### src/rtl/div_pkg.sv
`default_nettype none
// ============================================================================
//  Module      : div_pkg
//  Description : Shared types and constants for the RV32M multi-cycle divider.
//  Revision    : 1.0  initial release
// ============================================================================
package div_pkg;

    localparam int XLEN_DEF = 32;

    // Quotient returned for a divide-by-zero (all ones, i.e. -1 / 2^XLEN-1)
    localparam logic [XLEN_DEF-1:0] DIV0_QUOT = '1;

    // Most negative signed value; INT_MIN / -1 overflows
    localparam logic [XLEN_DEF-1:0] INT_MIN = 32'h8000_0000;

    typedef enum logic [1:0] {
        IDLE  = 2'd0,
        CALC  = 2'd1,
        FIXUP = 2'd2,
        DONE  = 2'd3
    } div_state_e;

    // Per-operation control captured at accept time
    typedef struct packed {
        logic rem_sel;   // 1: return remainder
        logic q_neg;     // quotient must be negated at the end
        logic r_neg;     // remainder must be negated at the end
    } div_ctrl_t;

endpackage
`default_nettype wire

### src/rtl/div_unit_32bit_cmp.sv
`default_nettype none
// ============================================================================
//  Module      : div_unit_32bit_cmp
//  Description : Magnitude comparator, signed or unsigned, o_less = (a < b).
//  Revision    : 1.0  initial release
// ============================================================================
module div_unit_32bit_cmp #(
    parameter int WIDTH = 33
) (
    input  logic [WIDTH-1:0] i_a,
    input  logic [WIDTH-1:0] i_b,
    input  logic             i_signed,
    output logic             o_less
);

    logic [WIDTH-1:0] w_a_biased;
    logic [WIDTH-1:0] w_b_biased;

    // Flipping the sign bits turns a two's complement compare into an unsigned one
    always_comb begin
        w_a_biased            = i_a;
        w_b_biased            = i_b;
        w_a_biased[WIDTH-1]   = i_a[WIDTH-1] ^ i_signed;
        w_b_biased[WIDTH-1]   = i_b[WIDTH-1] ^ i_signed;
        o_less                = (w_a_biased < w_b_biased);
    end

endmodule
`default_nettype wire

### src/rtl/div_unit_32bit.sv
`default_nettype none
// ============================================================================
//  Module      : div_unit_32bit
//  Description : Multi-cycle RV32M divider (DIV/DIVU/REM/REMU). Radix-2
//                restoring division on magnitudes, one quotient bit per
//                cycle, followed by a sign fix-up cycle. Divide-by-zero and
//                signed overflow bypass the iteration loop.
//  Revision    : 1.0  initial release
// ============================================================================
module div_unit_32bit
    import div_pkg::*;
#(
    parameter int XLEN = XLEN_DEF
) (
    input  logic            i_clk,
    input  logic            i_rst,
    input  logic            i_valid,
    output logic            o_ready,
    input  logic [XLEN-1:0] i_operand_a,
    input  logic [XLEN-1:0] i_operand_b,
    input  logic            i_signed,
    input  logic            i_rem,
    output logic            o_valid,
    output logic [XLEN-1:0] o_result
);

    localparam int ITER_W = $clog2(XLEN);
    localparam logic [ITER_W-1:0] LAST_ITER = ITER_W'(XLEN - 1);

    // ------------------------------------------------------------------------
    // State
    // ------------------------------------------------------------------------
    div_state_e        state_q, state_d;
    logic [ITER_W-1:0] cnt_q, cnt_d;
    logic [XLEN-1:0]   result_q, result_d;
    logic              result_load;

    // Datapath registers (not reset: always written on accept before use)
    logic [XLEN-1:0]   dvd_q;       // dividend shifting out, quotient shifting in
    logic [XLEN-1:0]   rem_q;       // partial remainder
    logic [XLEN-1:0]   divisor_q;   // divisor magnitude
    div_ctrl_t         ctrl_q;

    // ------------------------------------------------------------------------
    // Accept-side decode
    // ------------------------------------------------------------------------
    logic            w_accept;
    logic            w_a_neg, w_b_neg;
    logic [XLEN-1:0] w_a_mag, w_b_mag;
    logic            w_div0, w_ovf, w_special;
    logic [XLEN-1:0] w_special_res;

    assign w_accept  = i_valid && (state_q == IDLE);
    assign w_a_neg   = i_signed & i_operand_a[XLEN-1];
    assign w_b_neg   = i_signed & i_operand_b[XLEN-1];
    assign w_a_mag   = w_a_neg ? -i_operand_a : i_operand_a;
    assign w_b_mag   = w_b_neg ? -i_operand_b : i_operand_b;
    assign w_div0    = (i_operand_b == '0);
    assign w_ovf     = i_signed && (i_operand_a == INT_MIN) && (i_operand_b == '1);
    assign w_special = w_div0 | w_ovf;

    // Results that need no iteration: x/0 and INT_MIN/-1
    always_comb begin
        w_special_res = '0;
        if (w_div0) begin
            w_special_res = i_rem ? i_operand_a : DIV0_QUOT;
        end else begin
            w_special_res = i_rem ? '0 : INT_MIN;
        end
    end

    // ------------------------------------------------------------------------
    // Iteration datapath
    // ------------------------------------------------------------------------
    logic [XLEN:0]   w_rem_shift;   // XLEN+1 wide so the shifted-out bit is kept
    logic [XLEN-1:0] w_rem_sub;
    logic            w_less;
    logic            w_ge;

    assign w_rem_shift = {rem_q, dvd_q[XLEN-1]};

    div_unit_32bit_cmp #(
        .WIDTH (XLEN + 1)
    ) u_cmp (
        .i_a      (w_rem_shift),
        .i_b      ({1'b0, divisor_q}),
        .i_signed (1'b0),
        .o_less   (w_less)
    );

    assign w_ge = ~w_less;

    // When w_ge holds the true difference is below the divisor, so the low
    // XLEN bits of the subtraction are exact.
    assign w_rem_sub = w_rem_shift[XLEN-1:0] - divisor_q;

    // Sign fix-up of the finished quotient/remainder
    logic [XLEN-1:0] w_q_fix, w_r_fix;
    assign w_q_fix = ctrl_q.q_neg ? -dvd_q : dvd_q;
    assign w_r_fix = ctrl_q.r_neg ? -rem_q : rem_q;

    // ------------------------------------------------------------------------
    // Next-state, counter, result load and handshake outputs
    // ------------------------------------------------------------------------
    always_comb begin
        state_d     = state_q;
        cnt_d       = cnt_q;
        result_d    = result_q;
        result_load = 1'b0;
        o_ready     = 1'b0;
        o_valid     = 1'b0;
        case (state_q)
            IDLE: begin
                o_ready = 1'b1;
                if (w_accept) begin
                    cnt_d = '0;
                    if (w_special) begin
                        state_d     = DONE;
                        result_d    = w_special_res;
                        result_load = 1'b1;
                    end else begin
                        state_d = CALC;
                    end
                end
            end
            CALC: begin
                cnt_d = cnt_q + 1'b1;
                if (cnt_q == LAST_ITER) begin
                    cnt_d   = '0;
                    state_d = FIXUP;
                end
            end
            FIXUP: begin
                state_d     = DONE;
                result_d    = ctrl_q.rem_sel ? w_r_fix : w_q_fix;
                result_load = 1'b1;
            end
            DONE: begin
                o_valid = 1'b1;
                state_d = IDLE;
            end
            default: begin
                state_d = IDLE;
            end
        endcase
    end

    // State, iteration counter and output result register
    always_ff @(posedge i_clk) begin
        if (i_rst) begin
            state_q  <= IDLE;
            cnt_q    <= '0;
            result_q <= '0;
        end else begin
            state_q <= state_d;
            cnt_q   <= cnt_d;
            if (result_load) begin
                result_q <= result_d;
            end
        end
    end

    // Operand capture on accept, then one restoring step per CALC cycle
    always_ff @(posedge i_clk) begin
        if (w_accept) begin
            dvd_q          <= w_a_mag;
            divisor_q      <= w_b_mag;
            rem_q          <= '0;
            ctrl_q.rem_sel <= i_rem;
            ctrl_q.q_neg   <= w_a_neg ^ w_b_neg;
            ctrl_q.r_neg   <= w_a_neg;
        end else if (state_q == CALC) begin
            dvd_q <= {dvd_q[XLEN-2:0], w_ge};
            rem_q <= w_ge ? w_rem_sub : w_rem_shift[XLEN-1:0];
        end
    end

    assign o_result = result_q;

endmodule
`default_nettype wire

### config.mk
export PLATFORM = sky130hd
export DESIGN_NAME = div_unit_32bit
export DESIGN_NICKNAME = d
export VERILOG_FILES = /design/src/rtl/div_pkg.sv /design/src/rtl/div_unit_32bit_cmp.sv /design/src/rtl/div_unit_32bit.sv
export SDC_FILE = /design/constraint.sdc
export NUM_CORES = 1
export LEC_CHECK = 0
export CAP_MARGIN = 0
export CORE_ASPECT_RATIO = 1.25
export CORE_MARGIN = 2
export CORE_UTILIZATION = 63
export DETAILED_ROUTE_END_ITERATION = 8
export GPL_ROUTABILITY_DRIVEN = 0
export GPL_TIMING_DRIVEN = 1
export MAX_ROUTING_LAYER = met4
export PLACE_DENSITY_LB_ADDON = 0.3
export SLEW_MARGIN = 20
export SYNTH_ARGS = -nofsm -noshare
export SYNTH_HDL_FRONTEND = slang
export SYNTH_HIERARCHICAL = 1
export SYNTH_SLANG_ARGS = --single-unit
### constraint.sdc
create_clock -name i_clk -period 9 [get_ports i_clk]
set_input_delay 0.9 -clock i_clk [delete_from_list [all_inputs] [get_ports i_clk]]
set_output_delay 0.9 -clock i_clk [all_outputs]
set_load 0.01 [all_outputs]
After elaboration in Yosys (flattened, before gate mapping)
Cells that the tools add are included.

word-level totals
  flip-flop bits (word level) = 138
  input port bits = 69
  output and inout port bits = 34
  word-level logic and storage cells = 67

operators by class
  add/sub/neg operators = 6
  $lt $le $gt $ge = 1
  eq/ne operators = 9
  muxes and demuxes = 26
  bitwise gates (word level) = 5
  reductions and logical operators = 11

operator list
  cell                    number
  $mux W32                13
  $neg A32 Y32            4
  $eq A32 B32 Y1 const B  2
  $pmux W32 S2            1
  $lt A33 B32 Y1          1
  $logic_not A32 Y1       1
  $sub A32 B32 Y32        1
  $mux W5                 2
  $pmux W5 S2             1
  $pmux W2 S4             1
  $mux W2                 3
  $ne A2 B2 Y1 const B    3
  $reduce_bool A2 Y1      3
  $add A5 B1 Y5 const B   1
  $eq A5 B5 Y1 const B    1
  $eq A2 B2 Y1 const B    2
  $mux W1                 4
  $reduce_and A2 Y1       2
  $reduce_and A4 Y1       1
  $logic_and A1 B1 Y1     3
  $and A1 B1 Y1           2
  $eq A2 B1 Y1 const B    1
  $logic_not A2 Y1        1
  $pmux W1 S2             1
  3 further kinds         3

Logic depth before layout (Yosys ltp)
  depth in word-level cells = 8
  depth in mapped cells = 13

Cells and area by module
The synthesis kept the hierarchy.

by module, submodules not included
  module              times used  cells each  area an instance (µm²)  sequential area each (µm²)
  div_unit_32bit      1           1271        10465.0                 3433.3
  div_unit_32bit_cmp  1           116         822.0                   0.0

Least setup slack after synthesis
No wires, ideal clock.

  path kind = input-to-reg
  from = input i_operand_b[1]
  to = register result_q[31] (netlist: o_result[31])
  setup time = 0.132 ns
  data arrival time = 3.279 ns
  required time = 8.868 ns
  setup slack = 5.590 ns
  cell stages on the path = 10
  path buffers = 1
  path through = inv_1 -> ha_1 -> or3b_1 -> or4_1 -> nor3_1 -> nand4_1 -> o211a_1 -> nor3_4 -> clkbuf_1 -> o21ai_0

on the way
  word-level cells in the longest chain between the ends = 7
  elaborated cells on any way between the ends = 13
  classes of those cells = eq/ne: 2; mux: 7; bitwise: 1; reduce/logical: 3

RTL lines
  item                         line                   text
  start: declaration           div_unit_32bit.sv:20   input logic [XLEN-1:0] i_operand_b,
  $eq A32 B32 Y1               div_unit_32bit.sv:59   assign w_ovf = i_signed && (i_operand_a == INT_MIN) && (i_operand_b == '1);
  $logic_and A1 B1 Y1          div_unit_32bit.sv:59
  $or A1 B1 Y1                 div_unit_32bit.sv:60   assign w_special = w_div0 | w_ovf;
  $mux W1                      div_unit_32bit.sv:117  if (w_special) begin
  $mux W1                      div_unit_32bit.sv:115  if (w_accept) begin
  $pmux W1 S2                  div_unit_32bit.sv:112  case (state_q)
  $reduce_and A4 Y1 (no line)  n/a
  end signal: assignment       div_unit_32bit.sv:158  result_q <= result_d;
  end: declaration             div_unit_32bit.sv:35   logic [XLEN-1:0] result_q, result_d;

Several ways; a longest one is shown, not always the timed one. The select of a mux whose other input is x is not followed.
A chain may end at the register's enable or synchronous reset.

Worst setup path in the final report
  from = input i_operand_b[0]
  to = register result_q[23] (netlist: o_result[23])

The elaborated chain is that of the path after synthesis.

==> reports/results.txt <==
The number of hold buffers added after CTS was 0. The die area was 19000 um^2; the worst hold path depth was 2. Delay of the slowest cell on the worst path: 850 ps. The H-tree was split into 4 levels. For the cell total after placement, the log shows 1661. Final-report hold violation count: 0. Global routing finished with a remaining overflow of 0.

The worst setup path is captured at a register. The path class of the tightest hold or removal check is register to register. For the filler-free cell count of the finished design, the log shows 1693. At the worst endpoint, the required time is 9340 ps.

In this run the critical register-to-register path is captured at rem_q[31]. The first global-routing pass estimated 49.0 mm of wire. Data on the critical path arrives at its endpoint at 4810 ps. The pre-antenna-repair detailed-routing pass consisted of 6 iterations.

The top fanout value on the critical path was 16; the post-synthesis register bit count was 138. Once detailed placement completed, the half-perimeter wirelength came to 22.2 mm. The startpoint identified for the worst register-to-register timing path is rem_q[31].

The headroom to the max-slew limit was 26.6%. The critical path goes through clkdlybuf4s50_1, inv_1, ha_1, or3b_1, or4_1, nor3_2, nand4_1, nor2_1, o21ai_0, o211a_1, a211oi_1. The routed via count divided by cell count is 6.36. The flow ran to the end, and the final reports show no timing, DRC or antenna violations.

For this design the total switching power over the nets is 1.84 mW. The number of global-route vias before repair was 10186; the power per cell area was 319 nW/um^2. The reported max-cap violation count was 0; the area of the placeable core was 17500 um^2. In this run, the combinational gates consume 52.3% of the power.

The tools report the final-report max-slew violation count as 0. After the last flow step, the layout net total stands at 1600. The initialized floorplan defines 54 standard-cell rows. Top-area cell type share of the netlist area: 17.8%. VDD sags by at most 0.219 mV. The count of buffers added on input and output ports is 102. sky130_fd_sc_hd__o21ai_0 is the most common cell in the netlist. The tools report the number of antenna violations at the first check in global routing as 0.

For the DRC violation total after the first TritonRoute iteration, the log shows 1400. The slack of the worst reg-to-reg path came out at 5290 ps. On the critical path, the stage with the largest delay is an instance of sky130_fd_sc_hd__nor2_1. For the number of CTS-inserted buffers, the log shows 17.

Setup repair after global routing left no endpoint under its margin. The cell sitting at the root of the clock tree is a sky130_fd_sc_hd__clkbuf_16. The total via count in the routed design was 10760; the mean routed wirelength per cell was 18.0 um.

Pin placement for this block handled 103 I/O pins. TritonCTS built the clock tree. Category of the most critical setup path: primary input to register. Yosys printed 6 warnings. The repair_antennas step left the layout with diodes totalling 0.

The total DRC errors in the routed layout came out at 0. The final routed wirelength across all metal layers was 30.6 mm. After layout, the worst path uses 49.6% of the clock period.

Hold-critical path endpoint: o_result[18]. The worst hold path begins at o_result[18]. After clock tree synthesis, the clock-pin slew on the worst setup and hold paths is 60 ps. Once the clock tree was built, the setup fixing pass inserted 0 buffers.

The remaining antenna violation count after routing was 0; the synthesis-to-finish area growth was 14.8%. The analysis attributes to cell leakage a power of 5.11 nW. Cell taking the most area after synthesis: sky130_fd_sc_hd__edfxtp_1. The synthesized design contains 67 enable-type register cells. By count the netlist is led by 141 x sky130_fd_sc_hd__o21ai_0, 136 x sky130_fd_sc_hd__nand2_1, 119 x sky130_fd_sc_hd__nor2_1. For the number of filler instances in the final layout, the log shows 1336. Among all flip-flop cells after synthesis, the most frequent one is sky130_fd_sc_hd__dfxtp_1. Kind of start point of the critical path: a primary input. The worst path in the final design needs a cycle of 4460 ps, including I/O delays and setup. The logs give 1387 for the number of instances in the synthesized netlist and 16.6% for the relative contribution of the clock network to total power. In the global route stage, overall resource usage came out at 33.5%. Across the routed clock network, the largest skew measured is 8.67 ps.

The share of final-layout standard cells stronger than drive strength 1 is 4.97%. The internal power of the cells was 2.29 mW; the maximum clock path buffer count was 2. The measured slew at the worst slew-check pin works out to 1090 ps. Share of synthesized registers carrying an async set or reset: 0%.

The number of distinct standard cells referenced by the synthesized netlist is 83. The clock net sink count is 138, and the number of cells upsized or downsized after cts is 0. The die is 124 um wide.

The clock network latency to the later pin of the worst-skew pair was 440 ps. The share of synthesized area occupied by flip-flops and latches was 30.4%; the switching share of power was 44.6%. For the starting density of the core, the log shows 64.5%. After routing, the total negative slack on setup checks comes to 0 ps. Ranked by total cell area, the synthesized netlist is headed by sky130_fd_sc_hd__edfxtp_1 18%, sky130_fd_sc_hd__dfxtp_1 13%, sky130_fd_sc_hd__ha_1 8.2%.

A synthesized cell averages 8.14 um^2. For the pin count of the biggest net entering global routing, the log shows 82. The synthesized netlist occupies a cell area of 11300 um^2.

Setup violations remaining at the end of the flow were counted as 0. In this run, flip-flops and latches consume 31.1% of the power. Die extent in y: 154 um. Based on the critical path, the design can be clocked at up to 0.224 GHz. Counting cells, the worst reg-to-reg path comes to 13.
[layout by cell type, fill, tap and decap left out, types with 6 or more instances in the layout]
cell type,synthesis,routed
sky130_fd_sc_hd__nand3_1,15,15
sky130_fd_sc_hd__nor2b_1,11,11
sky130_fd_sc_hd__edfxtp_1,67,67
sky130_fd_sc_hd__a311oi_1,8,8
sky130_fd_sc_hd__clkbuf_16,0,19
sky130_fd_sc_hd__a31oi_1,19,19
sky130_fd_sc_hd__or4_4,6,6
sky130_fd_sc_hd__buf_4,1,10
sky130_fd_sc_hd__xor2_1,73,73
sky130_fd_sc_hd__or4_1,9,9
sky130_fd_sc_hd__or3_1,10,10
sky130_fd_sc_hd__o21ai_0,141,141
sky130_fd_sc_hd__xnor2_1,73,73
sky130_fd_sc_hd__nand2b_1,16,16
sky130_fd_sc_hd__nor4_1,13,13
sky130_fd_sc_hd__nand2_1,136,135
sky130_fd_sc_hd__o211ai_1,8,8
sky130_fd_sc_hd__clkinv_2,0,6
sky130_fd_sc_hd__nor2_1,119,119
sky130_fd_sc_hd__a21oi_1,101,101
sky130_fd_sc_hd__nor3_1,24,24
sky130_fd_sc_hd__o31ai_1,22,22
sky130_fd_sc_hd__inv_1,98,98
sky130_fd_sc_hd__o211a_1,11,11
sky130_fd_sc_hd__a21o_1,10,10
sky130_fd_sc_hd__and2_1,11,11
sky130_fd_sc_hd__mux2i_1,15,15
sky130_fd_sc_hd__clkdlybuf4s50_1,0,102
sky130_fd_sc_hd__dfxtp_1,71,71
sky130_fd_sc_hd__a211oi_1,37,36
sky130_fd_sc_hd__nand4_1,25,25
sky130_fd_sc_hd__ha_1,74,73
sky130_fd_sc_hd__o41ai_1,11,11
[power by group through the flow]
stage | logic (mW) | registers (mW) | clock network, mW
after global routing | 2.40 | 1.32 | 0.713
after floorplan | 1.57 | 1.20 | 0
after global placement | 2.03 | 1.27 | 0
after CTS | 2.13 | 1.27 | 0.683
final | 2.16 | 1.28 | 0.688
after detailed placement | 2.10 | 1.28 | 0
[worst max-delay path: cells and delay by family]
| kind | cells | cell delay, ps |
|---|---|---|
| buffers and inverters | 2 | 570 |
| AOI/OAI and AO/OA | 3 | 740 |
| adders and majority gates | 1 | 150 |
| and+or+nand+nor | 5 | 2440 |
[sequential cells by signal, summed over array words and instances, names as in the netlist]
signal	flops
state_q	2
divisor_q	32
ctrl_q	3
cnt_q	5
o_result	32
rem_q	32
dvd_q	32
[metal layers]
metal	vias to the layer above	part of all wire, %	routed length (um)	GRT usage, %
li1	5170	-	-	-
met2	545	49	14900	55.4
met1	4931	39	11900	38.7
met5	-	0	0	-
met4	0	4.1	1250	15.9
met3	114	8.1	2470	6.23
[how the worst max path moves through the flow]
stage / from / endpoint / depth (start not counted)
6_report: i_operand_b[0] / o_result[23] / 11
5_1_grt: i_operand_b[0] / o_result[24] / 12
4_1_cts: i_operand_b[0] / o_result[24] / 12
3_5_place_dp: i_operand_b[0] / o_result[24] / 12
3_3_place_gp: i_operand_b[0] / o_result[24] / 12
2_1_floorplan: i_operand_b[1] / o_result[31] / 10
[cells by family after synthesis]
group	after synthesis	synth area share [%]
buffers and inverters	164	6.06
other	1	0.0332
AO/OA/AOI/OAI	420	23.5
multiplexers	17	1.63
adder cells (fa/ha/maj)	75	8.38
AND/OR/NAND/NOR	426	18.6
XOR/XNOR	146	11.3
flip-flops	138	30.4
[stage by stage]
step	hold slack, ps	instance area (um^2)	power, mW	worst slack [ps]	utilization (%)
floorplan	460	11300	2.77	5590	-
global placement	482	12400	3.30	4330	70.7
detailed placement	497	12400	3.38	4180	70.7
CTS	506	13000	4.09	4620	74.1
global route	525	13000	4.43	4320	74.1
finish	501	13000	4.13	4540	74.1
[layout make-up]
cell class              instances  area (um^2)  area share [%]
well taps                     224          280            2.16
flip-flops and latches        138         3430            26.5
clock buffers                  26          552            4.26
multi-input cells            1087         7190            55.5
inverters                     100          375            2.90
repair buffers                112         1100            8.46
clock inverters                 6         30.0           0.232
Note: power is estimated with default switching activity, not from simulation.
